--- src/rtl/unreg_pkg.sv ---
// Shared definitions for the shift-register controller.
//   unreg_op_e    : command opcodes carried on cmd_op
//   unreg_state_e : controller FSM states
//   UNREG_MAX_SHIFT : default register width / largest honoured shift count
package unreg_pkg;

  localparam int unsigned UNREG_MAX_SHIFT = 16;

  typedef enum logic [1:0] {
    OP_NOP   = 2'b00,
    OP_CLEAR = 2'b01,
    OP_LOAD  = 2'b10,
    OP_SHIFT = 2'b11
  } unreg_op_e;

  typedef enum logic [1:0] {
    ST_IDLE = 2'b00,
    ST_EXEC = 2'b01,
    ST_DONE = 2'b10
  } unreg_state_e;

endpackage

--- src/rtl/unreg_shift_cnt.sv ---
// Down-counter tracking shift cycles still to issue.
//   clk, rst  : clock, synchronous active-high reset (count -> 0)
//   load      : load load_val (takes priority over dec)
//   dec       : decrement by one, holding at zero
//   count     : current count
//   zero      : count == 0
module unreg_shift_cnt #(
  parameter int unsigned CNT_W = 5
) (
  input  logic             clk,
  input  logic             rst,
  input  logic             load,
  input  logic             dec,
  input  logic [CNT_W-1:0] load_val,
  output logic [CNT_W-1:0] count,
  output logic             zero
);

  always_ff @(posedge clk) begin
    if (rst) begin
      count <= '0;
    end else if (load) begin
      count <= load_val;
    end else if (dec && (count != '0)) begin
      count <= count - CNT_W'(1);
    end
  end

  assign zero = (count == '0);

endmodule

--- src/rtl/unreg_ctrl.sv ---
// Command sequencer for a clear/load/shift register datapath.
// Commands are offered with a valid/ready handshake; each accepted command
// runs IDLE -> EXEC -> DONE (NOP and zero-count SHIFT skip EXEC) and drives
// the register strobes during EXEC.
//   clk, rst        : clock, synchronous active-high reset
//   cmd_valid/ready : command handshake (ready is 0 whenever rst=1)
//   cmd_op, cmd_cnt : opcode and shift count, sampled on accept
//   reg_en/clr/sel  : register update enable, clear, shift(1)/load(0) select
//   busy, done      : executing flag, one-cycle completion pulse
//   remaining       : shift cycles still to issue
// Optional: define UNREG_CTRL_SKID_EN to add a one-entry command buffer so a
// command can be accepted while another is executing.
module unreg_ctrl
  import unreg_pkg::*;
#(
  parameter int unsigned MAX_SHIFT = UNREG_MAX_SHIFT,
  parameter int unsigned CNT_W     = 5
) (
  input  logic             clk,
  input  logic             rst,
  input  logic             cmd_valid,
  output logic             cmd_ready,
  input  logic [1:0]       cmd_op,
  input  logic [CNT_W-1:0] cmd_cnt,
  output logic             reg_en,
  output logic             reg_clr,
  output logic             reg_sel,
  output logic             busy,
  output logic             done,
  output logic [CNT_W-1:0] remaining
);

  unreg_state_e     state_q, state_d;
  unreg_op_e        op_q;
  unreg_op_e        cmd_op_e;
  logic [CNT_W-1:0] cmd_n;
  logic             accept;

  logic             start;
  unreg_op_e        start_op;
  logic [CNT_W-1:0] start_n;

  logic             cnt_zero;
  logic             cnt_last;
  logic             cnt_load;
  logic             cnt_dec;
  logic [CNT_W-1:0] cnt_load_val;

  assign cmd_op_e = unreg_op_e'(cmd_op);
  assign accept   = cmd_valid && cmd_ready;

  // Saturate the requested shift count at MAX_SHIFT.
  always_comb begin
    cmd_n = cmd_cnt;
    if (32'(cmd_cnt) > MAX_SHIFT) begin
      cmd_n = CNT_W'(MAX_SHIFT);
    end
  end

`ifdef UNREG_CTRL_SKID_EN
  logic             skid_full_q;
  unreg_op_e        skid_op_q;
  logic [CNT_W-1:0] skid_n_q;

  assign cmd_ready = !rst && ((state_q == ST_IDLE) || !skid_full_q);

  // A command accepted in DONE with the buffer empty starts directly, so the
  // buffer only ever holds a command taken during EXEC. Leaving DONE with the
  // buffer full launches the buffered command in place of returning to IDLE.
  always_comb begin
    start    = 1'b0;
    start_op = cmd_op_e;
    start_n  = cmd_n;
    if ((state_q == ST_DONE) && skid_full_q) begin
      start    = 1'b1;
      start_op = skid_op_q;
      start_n  = skid_n_q;
    end else if (accept && (state_q != ST_EXEC)) begin
      start = 1'b1;
    end
  end

  always_ff @(posedge clk) begin
    if (rst) begin
      skid_full_q <= 1'b0;
    end else if (accept && (state_q == ST_EXEC)) begin
      skid_full_q <= 1'b1;
    end else if ((state_q == ST_DONE) && skid_full_q) begin
      skid_full_q <= 1'b0;
    end
  end

  always_ff @(posedge clk) begin
    if (rst) begin
      skid_op_q <= OP_NOP;
      skid_n_q  <= '0;
    end else if (accept && (state_q == ST_EXEC)) begin
      skid_op_q <= cmd_op_e;
      skid_n_q  <= cmd_n;
    end
  end
`else
  assign cmd_ready = !rst && (state_q == ST_IDLE);

  always_comb begin
    start    = accept;
    start_op = cmd_op_e;
    start_n  = cmd_n;
  end
`endif

  assign cnt_last     = (remaining == CNT_W'(1));
  assign cnt_load     = start;
  assign cnt_load_val = (start_op == OP_SHIFT) ? start_n : '0;
  assign cnt_dec      = (state_q == ST_EXEC) && (op_q == OP_SHIFT);

  unreg_shift_cnt #(
    .CNT_W (CNT_W)
  ) u_shift_cnt (
    .clk      (clk),
    .rst      (rst),
    .load     (cnt_load),
    .dec      (cnt_dec),
    .load_val (cnt_load_val),
    .count    (remaining),
    .zero     (cnt_zero)
  );

  always_ff @(posedge clk) begin
    if (rst) begin
      state_q <= ST_IDLE;
      op_q    <= OP_NOP;
    end else begin
      state_q <= state_d;
      if (start) begin
        op_q <= start_op;
      end
    end
  end

  always_comb begin
    state_d = state_q;
    reg_en  = 1'b0;
    reg_clr = 1'b0;
    reg_sel = 1'b0;
    busy    = 1'b1;
    done    = 1'b0;
    case (state_q)
      ST_IDLE: begin
        busy = 1'b0;
      end
      ST_EXEC: begin
        reg_en  = 1'b1;
        reg_clr = (op_q == OP_CLEAR);
        reg_sel = (op_q == OP_SHIFT);
        // The counter shows the cycle being issued, so count==1 is the last.
        if ((op_q != OP_SHIFT) || cnt_last || cnt_zero) begin
          state_d = ST_DONE;
        end
      end
      ST_DONE: begin
        done    = 1'b1;
        state_d = ST_IDLE;
      end
      default: begin
        state_d = ST_IDLE;
      end
    endcase
    // start only occurs from IDLE or DONE, so it overrides those transitions.
    if (start) begin
      if ((start_op == OP_CLEAR) || (start_op == OP_LOAD) ||
          ((start_op == OP_SHIFT) && (start_n != '0))) begin
        state_d = ST_EXEC;
      end else begin
        state_d = ST_DONE;
      end
    end
  end

endmodule

--- config.mk ---
export PLATFORM = sky130hd
export DESIGN_NAME = unreg_ctrl
export DESIGN_NICKNAME = d
export VERILOG_FILES = /design/src/rtl/unreg_pkg.sv /design/src/rtl/unreg_shift_cnt.sv /design/src/rtl/unreg_ctrl.sv
export SDC_FILE = /design/constraint.sdc
export NUM_CORES = 1
export LEC_CHECK = 0
export CAP_MARGIN = 20
export CORE_MARGIN = 2
export CORE_UTILIZATION = 42
export CTS_CLUSTER_SIZE = 40
export DETAILED_ROUTE_END_ITERATION = 7
export PLACE_DENSITY = 0.77
export SYNTH_ARGS = -nofsm -noshare
export SYNTH_HDL_FRONTEND = slang
export SYNTH_SLANG_ARGS = --single-unit
--- constraint.sdc ---
create_clock -name clk -period 1.5 [get_ports clk]
set_input_delay 0.3 -clock clk [delete_from_list [all_inputs] [get_ports clk]]
set_output_delay 0.3 -clock clk [all_outputs]
set_load 0.02 [all_outputs]
Yosys cells after proc, flatten, opt, wreduce, memory -nomap -nowiden

Index checks and enable logic that the tools add are counted.

Bits in registers: 9

Add/sub/neg operators: 1
Order comparisons: 1
Eq/ne operators: 11
Multiplexer cells: 13
Reductions and logical operators: 16

Operators with widths:

| cell                | number |
|---|---|
| $mux 5              | 4 |
| $reduce_bool 5->1   | 2 |
| $eq 2x2->1 const B  | 4 |
| $eq 2x1->1 const B  | 3 |
| $mux 2              | 3 |
| $eq 5x1->1 const B  | 1 |
| $gt 5x5->1 const B  | 1 |
| $logic_and 1x1->1   | 5 |
| $logic_not 5->1     | 1 |
| $mux 1              | 5 |
| $sub 5x1->5 const B | 1 |
| $logic_or 1x1->1    | 4 |
| $ne 2x2->1 const B  | 2 |
| $pmux 2 s2          | 1 |
| $ne 3x2->1 const B  | 1 |
| $logic_not 2->1     | 1 |
| $reduce_and 2->1    | 1 |
| $reduce_bool 2->1   | 1 |
| $logic_not 1->1     | 1 |

Depth between registers and ports, before layout

Gate-level depths: netlist of the first run.

Depth in word-level cells: 7
Gate-level depth with buffers: 6
Gate-level depth less buffers: 5

Modules after synthesis

From an unflattened synthesis of the first run, not the netlist that was laid out.

Cell total of the unflattened synthesis: 74
Area total of the unflattened synthesis: 629.4 µm²

Modules (own cells, without submodules):

| module          | instances | cells each | area an instance (µm²) |
|---|---|---|---|
| unreg_shift_cnt | 1         | 37         | 326.6 |
| unreg_ctrl      | 1         | 37         | 302.8 |

Worst setup path after synthesis of the first run

OpenSTA, ideal clock, no wires.

Kind: reg2out
Start: register state_q[0]
End: output port reg_clr
Arrival time: 1177 ps
Slack: 23 ps
Cell stages (with the launch flop): 4
Buffers on the path: 0
Cell sequence: dfxtp_1 nor2b_1 nand2_1 nor2_1

Word-level cells in the longest chain between the ends: 2

Ends and longest elaborated chain:

| what                   | line              | source |
|---|---|---|
| start, declared        | unreg_ctrl.sv:33  | `unreg_state_e state_q, state_d;` |
| start signal, assigned | unreg_ctrl.sv:134 | `state_q <= state_d;` |
| $eq 2x1->1             | unreg_ctrl.sv:148 | `case (state_q)` |
| $mux 1                 | unreg_ctrl.sv:148 |  |
| end, declared          | unreg_ctrl.sv:26  | `output logic reg_clr,` |

No other way between the ends.

Final worst setup path of the first run

Start: register state_q[0]
End: output port busy

Word-level cells in the longest chain between the ends: 2

Ends and longest elaborated chain:

| what            | line              | source |
|---|---|---|
| $logic_not 2->1 | unreg_ctrl.sv:148 |  |
| $mux 1          | unreg_ctrl.sv:148 |  |
| end, declared   | unreg_ctrl.sv:28  | `output logic busy,` |

No other way between the ends.

==> results of run 1 <==
report_power, final:
group          internal (mW)  switching (mW)
Combinational         0.0852          0.0839
Sequential             0.253          0.0177
Clock                 0.0984          0.0913
per-layer routing:
metal	vias to the layer above	share of wire (%)	routed length (µm)	track usage [%]
met2	18	49	689	34.0
met5	-	0	0	0
met1	272	46	646	24.3
li1	306	-	-	-
met3	2	5.4	76	4.79
met4	0	0.28	4	4.84
kinds of logic after synthesis:
family,count (synthesis),share of synthesized area [%]
muxes,1,1.71
adders and majority gates,4,8.55
xor gates and xnor gates,2,2.99
DFF,9,30.8
and+or+nand+nor,27,30.3
AOI/OAI and AO/OA,17,20.9
buffers and inverters,6,4.70
registers in the layout (all words and copies together) (netlist names):
signal / count
state_q: 2
op_q: 2
u_shift_cnt.count: 5
per-stage QoR:
step                      instance area, µm²  cells
after floorplan                          586     66
after global placement                   867    109
after detailed placement                 867    109
after CTS                                880    114
after global routing                     901    114
final                                    901    114
layout make-up:
| cell class | count | area [µm²] | area share [%] |
|---|---|---|---|
| multi-input combinational | 51 | 399 | 44.3 |
| clock buffer | 3 | 22.5 | 2.50 |
| clock inverter | 1 | 5.00 | 0.556 |
| sequential | 9 | 186 | 20.7 |
| timing repair buffer | 31 | 254 | 28.2 |
| tap | 15 | 18.8 | 2.08 |
| inverter | 4 | 15.0 | 1.67 |
cells in the mapped netlist, drive strengths merged (3+ instances only):
master / count / share of area (%)
dfxtp: 9 / 31
nand2: 7 / 4.5
a21oi: 5 / 4.9
ha: 4 / 8.5
inv: 4 / 2.6
o21ai: 4 / 4.1
a311oi: 3 / 4.5
nor2: 3 / 1.9
nor2b: 3 / 3.2
worst paths after layout:
check / cells past startpoint / start / endpoint
max: 3 / state_q[0]$_SDFFE_PP0P_ / busy
min: 2 / cmd_cnt[3] / u_shift_cnt.count[3]$_SDFFE_PP0P_
max reg2reg: 6 / state_q[0]$_SDFFE_PP0P_ / u_shift_cnt.count[2]$_SDFFE_PP0P_
min reg2reg: 2 / op_q[0]$_SDFFE_PP0P_ / op_q[0]$_SDFFE_PP0P_
what timing repair did:
action | in CTS | in global routing
gates resized for setup | 30 | 12
endpoints found under the setup margin | 15 | 6
buffers inserted | 1 | 0
pin swaps | 4 | 3
==> impl_results.md, run 1 <==
- Outcome: finished clean
- Total power: 629 µW
- Syn Std Cell Area: 586 µm²
- Yosys warnings: 0
- Worst path slowest cell: dfxtp_4
- CP startpoint kind: flop
- Reg-to-reg slack, setup: ~0.1 ns
- Max frequency: 0.701 GHz
- Synth-to-layout area growth: 53.8%
- Vias in the first global route: between 500 and 600
- Worst Path Arrival: roughly 1.1 ns
- Hold slack: 0.404 ns
- Chip width: 41.3 µm
- Crit path required time: 1.20 ns
- Gate Count Post-Synth: 66
- Slew @ Worst Pin: 0.326 ns
- Layout cell share with drive strength beyond 1: 35.4%
- Worst-path clk slew: roughly 0.07 ns
- Worst Setup Path Type: flop to primary output
- RSZ-0062 raised after global routing: no
- CTS root buffer: clkbuf_4
- First-pass GRT wire length: about 2200 µm
- Total of max-cap violations: 0
- Num rows: 13
- Vias per cell: 5.25
- Seq cells post-synth: 9
- FFs w/ async S/R, synth: 0%
- Fillers: about 120
- Die ar.: 0.00171 mm²
- Post-synthesis cell type count: 32
- Vias: about 600
- CP delay by family, top: flip-flops
- Syn Nets: 80
- Crit. End Element: primary output
- Drt first-iter violations: 14
- Register area share after synthesis: 30.8%
- Drt wl/cell: 12.4 µm
- DP HPWL: 1070 µm
- Final period utilization: 95.2%
- Worst slack, placed: -0.352 ns
- Post-synth EDFFs: 0
- DIE HEIGHT: 41.3 µm
- Final hold vios: 0
- Minimum clock period: 1.43 ns
- Setup ws final: around 0.073 ns
- Min-delay worst type: input port to flop
- CP cell instances: buf_4 -> or2_4 -> buf_6
- Setup TNS: 0 ns
- GP Congestion: 0.750
- Initial antenna violation count: 0
- TritonCTS Sinks: 9
- Clock latency on the worst-skew pair: roughly 0.26 ns
- Pleak: between 0.4 and 0.5 nW
- CTS Hold Buffers Added: 0
- Maximum clock path buffer count: 2
- I/O pin count: 21
- GRT Resource Usage Total: 19.6%
- Finished Core Util: 69.2%
- N_diodes: 0
- CP peak stage delay: around 0.36 ns
- Commonest non-fill, non-tap cell in the layout: buf_4
- Mean Syn Cell Area: between 8 and 9 µm²
- Maximum VDD drop: around 0.00052 V
- Final setup vio count: 0
- Routed WL: 1420 µm
- Drt first pass iters: 4
- Crit path buf inv count: 2
- DRC errors left: 0
- Total CTS buffers: 3
- Most used DFF post-synth: dfxtp_1
- CTS H-tree lvls: 1
- Number of buffers added on ports: 20
- Nets@finish: 114
- Clk_skew: around 0.0053 ns
- Pwr dens: roughly 700 mW/mm²
- Overflow after GRT: 0
- Max-slew headroom: around four fifths
- Placeable Area: between 0.001 and 0.0015 mm²
- CTS tree: yes
- Max-slew violations: 0
- Commonest cells after routing, fill and taps aside: buf_4 (12), dlygate4sd2_1 (10), nand2_1 (7)
- Antenna Violating Nets Remaining: 0
- Pin count of the biggest net entering global routing: 9
- Crit-path max FO: 5
- Starting density of the core: between 40 and 50%
No activity file was read; power rests on OpenSTA's default activity.
==> run 2, diff against run 1 <==
REMOVE_ABC_BUFFERS = 1   (was not set)
==> run 2 against run 1 <==
Effect of this change: count of clock-buffer cells in the layout is 1 higher; global-route usage shrank 0.38 points; routed wire length fell by 2.2%; setup slack worse by 0.043 ns; die area unchanged; combinational power about the same; final area is 0.28% lower; sequential cell count stayed put; critical path type unchanged; largest cell class unchanged.
==> impl_results.md, run 2 (synthesis gave the netlist of run 1 again) <==
- Outcome: finished clean
- Worst Setup Path Type: flop to primary output
- Setup TNS: 0 ns (unchanged)
- Vias: 590 (-1.3%)
- Total power: 632 µW (+0.36%)
- Largest register FFs: 5 (unchanged)
- Met1 WL: 690 µm (+6.8%)
- WHS Path Cells: 2 (unchanged)
- CP delay by family, top: flip-flops
- Slew @ Worst Pin: 0.329 ns (+0.00317 ns)
- Crit. End Element: primary output
- Vias per cell: 5.09 (-3.0%)
- CTS root buffer: clkbuf_4
- CTS Hold Buffers Added: 0 (unchanged)
- Crit path required time: 1.20 ns (about the same)
- Final hold vios: 0 (unchanged)
- Finished Core Util: 69.0% (-0.19 points)
- Register with the most flip-flops: u_shift_cnt.count
- Worst slack, placed: -0.297 ns (+0.0547 ns)
- RSZ-0062 raised after global routing: no
- Crit-path max FO: 4 (-1)
- Maximum VDD drop: 0.000361 V (-31%)
- CP startpoint kind: flop
- GP Congestion: 0.748 (-0.28%)
- Max frequency: 0.680 GHz (-2.9%)
- Initial antenna violation count: 0 (unchanged)
- Worst path slowest cell: dfxtp_2
- Final setup vio count: 0 (unchanged)
- Hold slack: 0.410 ns (+0.00603 ns)
- Worst R2R Path Depth: 5 (-1)
- CTS H-tree lvls: 1 (unchanged)
- Reg-to-reg slack, setup: 0.10 ns (about the same)
- DP Cell Count: 111 (+1.8%)
- Nets@finish: 116 (+1.8%)
- Routed WL: 1390 µm (-2.2%)
- N_diodes: 0 (unchanged)
- Synth-to-layout area growth: 53.4%
- Pwr dens: 703 mW/mm² (+0.64%)
- Max-slew violations: 0 (unchanged)
- Pin count of the biggest net entering global routing: 9 (unchanged)
- Starting density of the core: 45.0% (unchanged)
- Clk_skew: 0.00582 ns (+0.000495 ns)
- Crit path buf inv count: 2 (unchanged)
- DP HPWL: 1110 µm (+3.8%)
- WL met2: 643 µm (-6.7%)
- Chip width: 41.3 µm (unchanged)
- Worst-path clk slew: 0.06 ns (about the same)
- Post-DP Area: 882 µm² (+1.7%)
- Hold Path End: u_shift_cnt.count[1]$_SDFFE_PP0P_
- FF/Latch Area: 184 µm² (-1.3%)
- First-pass GRT wire length: 2080 µm (-4.2%)
- Clock latency on the worst-skew pair: 0.26 ns (about the same)
- Die ar.: 0.00171 mm² (unchanged)
- Worst Path Arrival: 1.17 ns (+0.04 ns)
- Vias in the first global route: 506 (-1.9%)
- CP peak stage delay: 0.33 ns (-0.03 ns)
- Reg-to-reg startpoint: u_shift_cnt.count[0]$_SDFFE_PP0P_
- GRT Resource Usage Total: 19.3% (-0.38 points)
- Commonest cells after routing, fill and taps aside: buf_4 (14), dlygate4sd2_1 (8), nand2_1 (7)
- Placeable Area: 0.00130 mm² (unchanged)
- Setup ws final: 0.0296 ns (-0.0431 ns)
- Total CTS buffers: 3 (unchanged)
- Layout cell share with drive strength beyond 1: 34.7% (-0.70 points)
- Multi-input logic area: 389 µm² (-2.5%)
- Num rows: 13 (unchanged)
- DRC errors left: 0 (unchanged)
- Final period utilization: 98.0% (+2.9 points)
- Worst path most repeated cell: buf_4
- Number of buffers added on ports: 20 (unchanged)
- TritonCTS Sinks: 9 (unchanged)
- RR Endpoint: state_q[0]$_SDFFE_PP0P_
- Antenna Violating Nets Remaining: 0 (unchanged)
- Drt wl/cell: 11.9 µm (-3.9%)
- Commonest non-fill, non-tap cell in the layout: buf_4
- Worst hold start: cmd_cnt[1]
- Minimum clock period: 1.47 ns (+0.0431 ns)
- Overflow after GRT: 0 (unchanged)
- Final Cell Area: 898 µm² (-0.28%)
- Drt first-iter violations: 11 (-3)
- Routed wl met3: 53 µm (-30%)
- Top flop regs: u_shift_cnt.count x5, op_q x2, state_q x2
- Drt first pass iters: 4 (unchanged)
- Maximum clock path buffer count: 2 (unchanged)
- DIE HEIGHT: 41.3 µm (unchanged)
- Total of max-cap violations: 0 (unchanged)
- CP cell instances: buf_4 -> or2_2 -> buf_4
- Min-delay worst type: input port to flop
- Final cell count without fillers: 116 (+1.8%)
- Max-slew headroom: 77.9% (-0.21 points)
- CTS tree: yes
- Fillers: 119 (+0.85%)
- Pleak: 0.430 nW (+0.48%)
- I/O pin count: 21 (unchanged)
- Top sig layer: met3
run 2: cell type report:
type                            count  share of cell area, %
Inverter                            4                   1.67
Timing Repair Buffer               33                   29.5
Tap cell                           15                   2.09
Sequential cell                     9                   20.5
Clock buffer                        4                   2.92
Multi-Input combinational cell     51                   43.3
run 2: worst register-to-register path, delay by kind of cell, from the launching register on:
kind | cells | cell delay (ns)
flops | 1 | 0.37
fa+ha+maj | 1 | 0.26
compound gates | 2 | 0.49
buf+inv | 1 | 0.07
simple gates | 1 | 0.11
run 2: worst max path at each step:
stage | start | to | slack, ns | cells after the start
after global placement | rst | cmd_ready | -0.29 | 3
final | state_q[0]$_SDFFE_PP0P_ | busy | 0.03 | 3
after CTS | state_q[1]$_SDFFE_PP0P_ | reg_sel | 0.0006 | 3
after global routing | cmd_op[1] | state_q[0]$_SDFFE_PP0P_ | 0.001 | 7
after floorplan | state_q[0]$_SDFFE_PP0P_ | reg_clr | 0.02 | 3
after detailed placement | rst | cmd_ready | -0.30 | 3
run 2: repair_timing:
item | CTS | global route
setup buffers | 1 | 0
gates resized for setup | 26 | 10
pin swaps | 3 | 2
setup endpoints to repair | 12 | 11
run 2: metal layers:
metal | global-route usage (%) | up-vias
li1 | - | 311
met1 | 23.2 | 268
met2 | 31.6 | 11
met3 | 6.38 | 0
met4 | 7.26 | 0
met5 | 0 | -
run 2: report_power, final:
group	total [mW]	internal, mW	switching, mW
registers	0.271	0.254	0.0172
clock network	0.190	0.103	0.0875
logic	0.170	0.0861	0.0839
total	0.632	0.443	0.189
==> run 3, diff against run 2 <==
CTS_CLUSTER_DIAMETER = 200   (was not set)
CTS_CLUSTER_SIZE = 20   (was 40)
==> results of run 3 <==
Same layout as run 2: the final DEF is identical, and so are final timing and power.
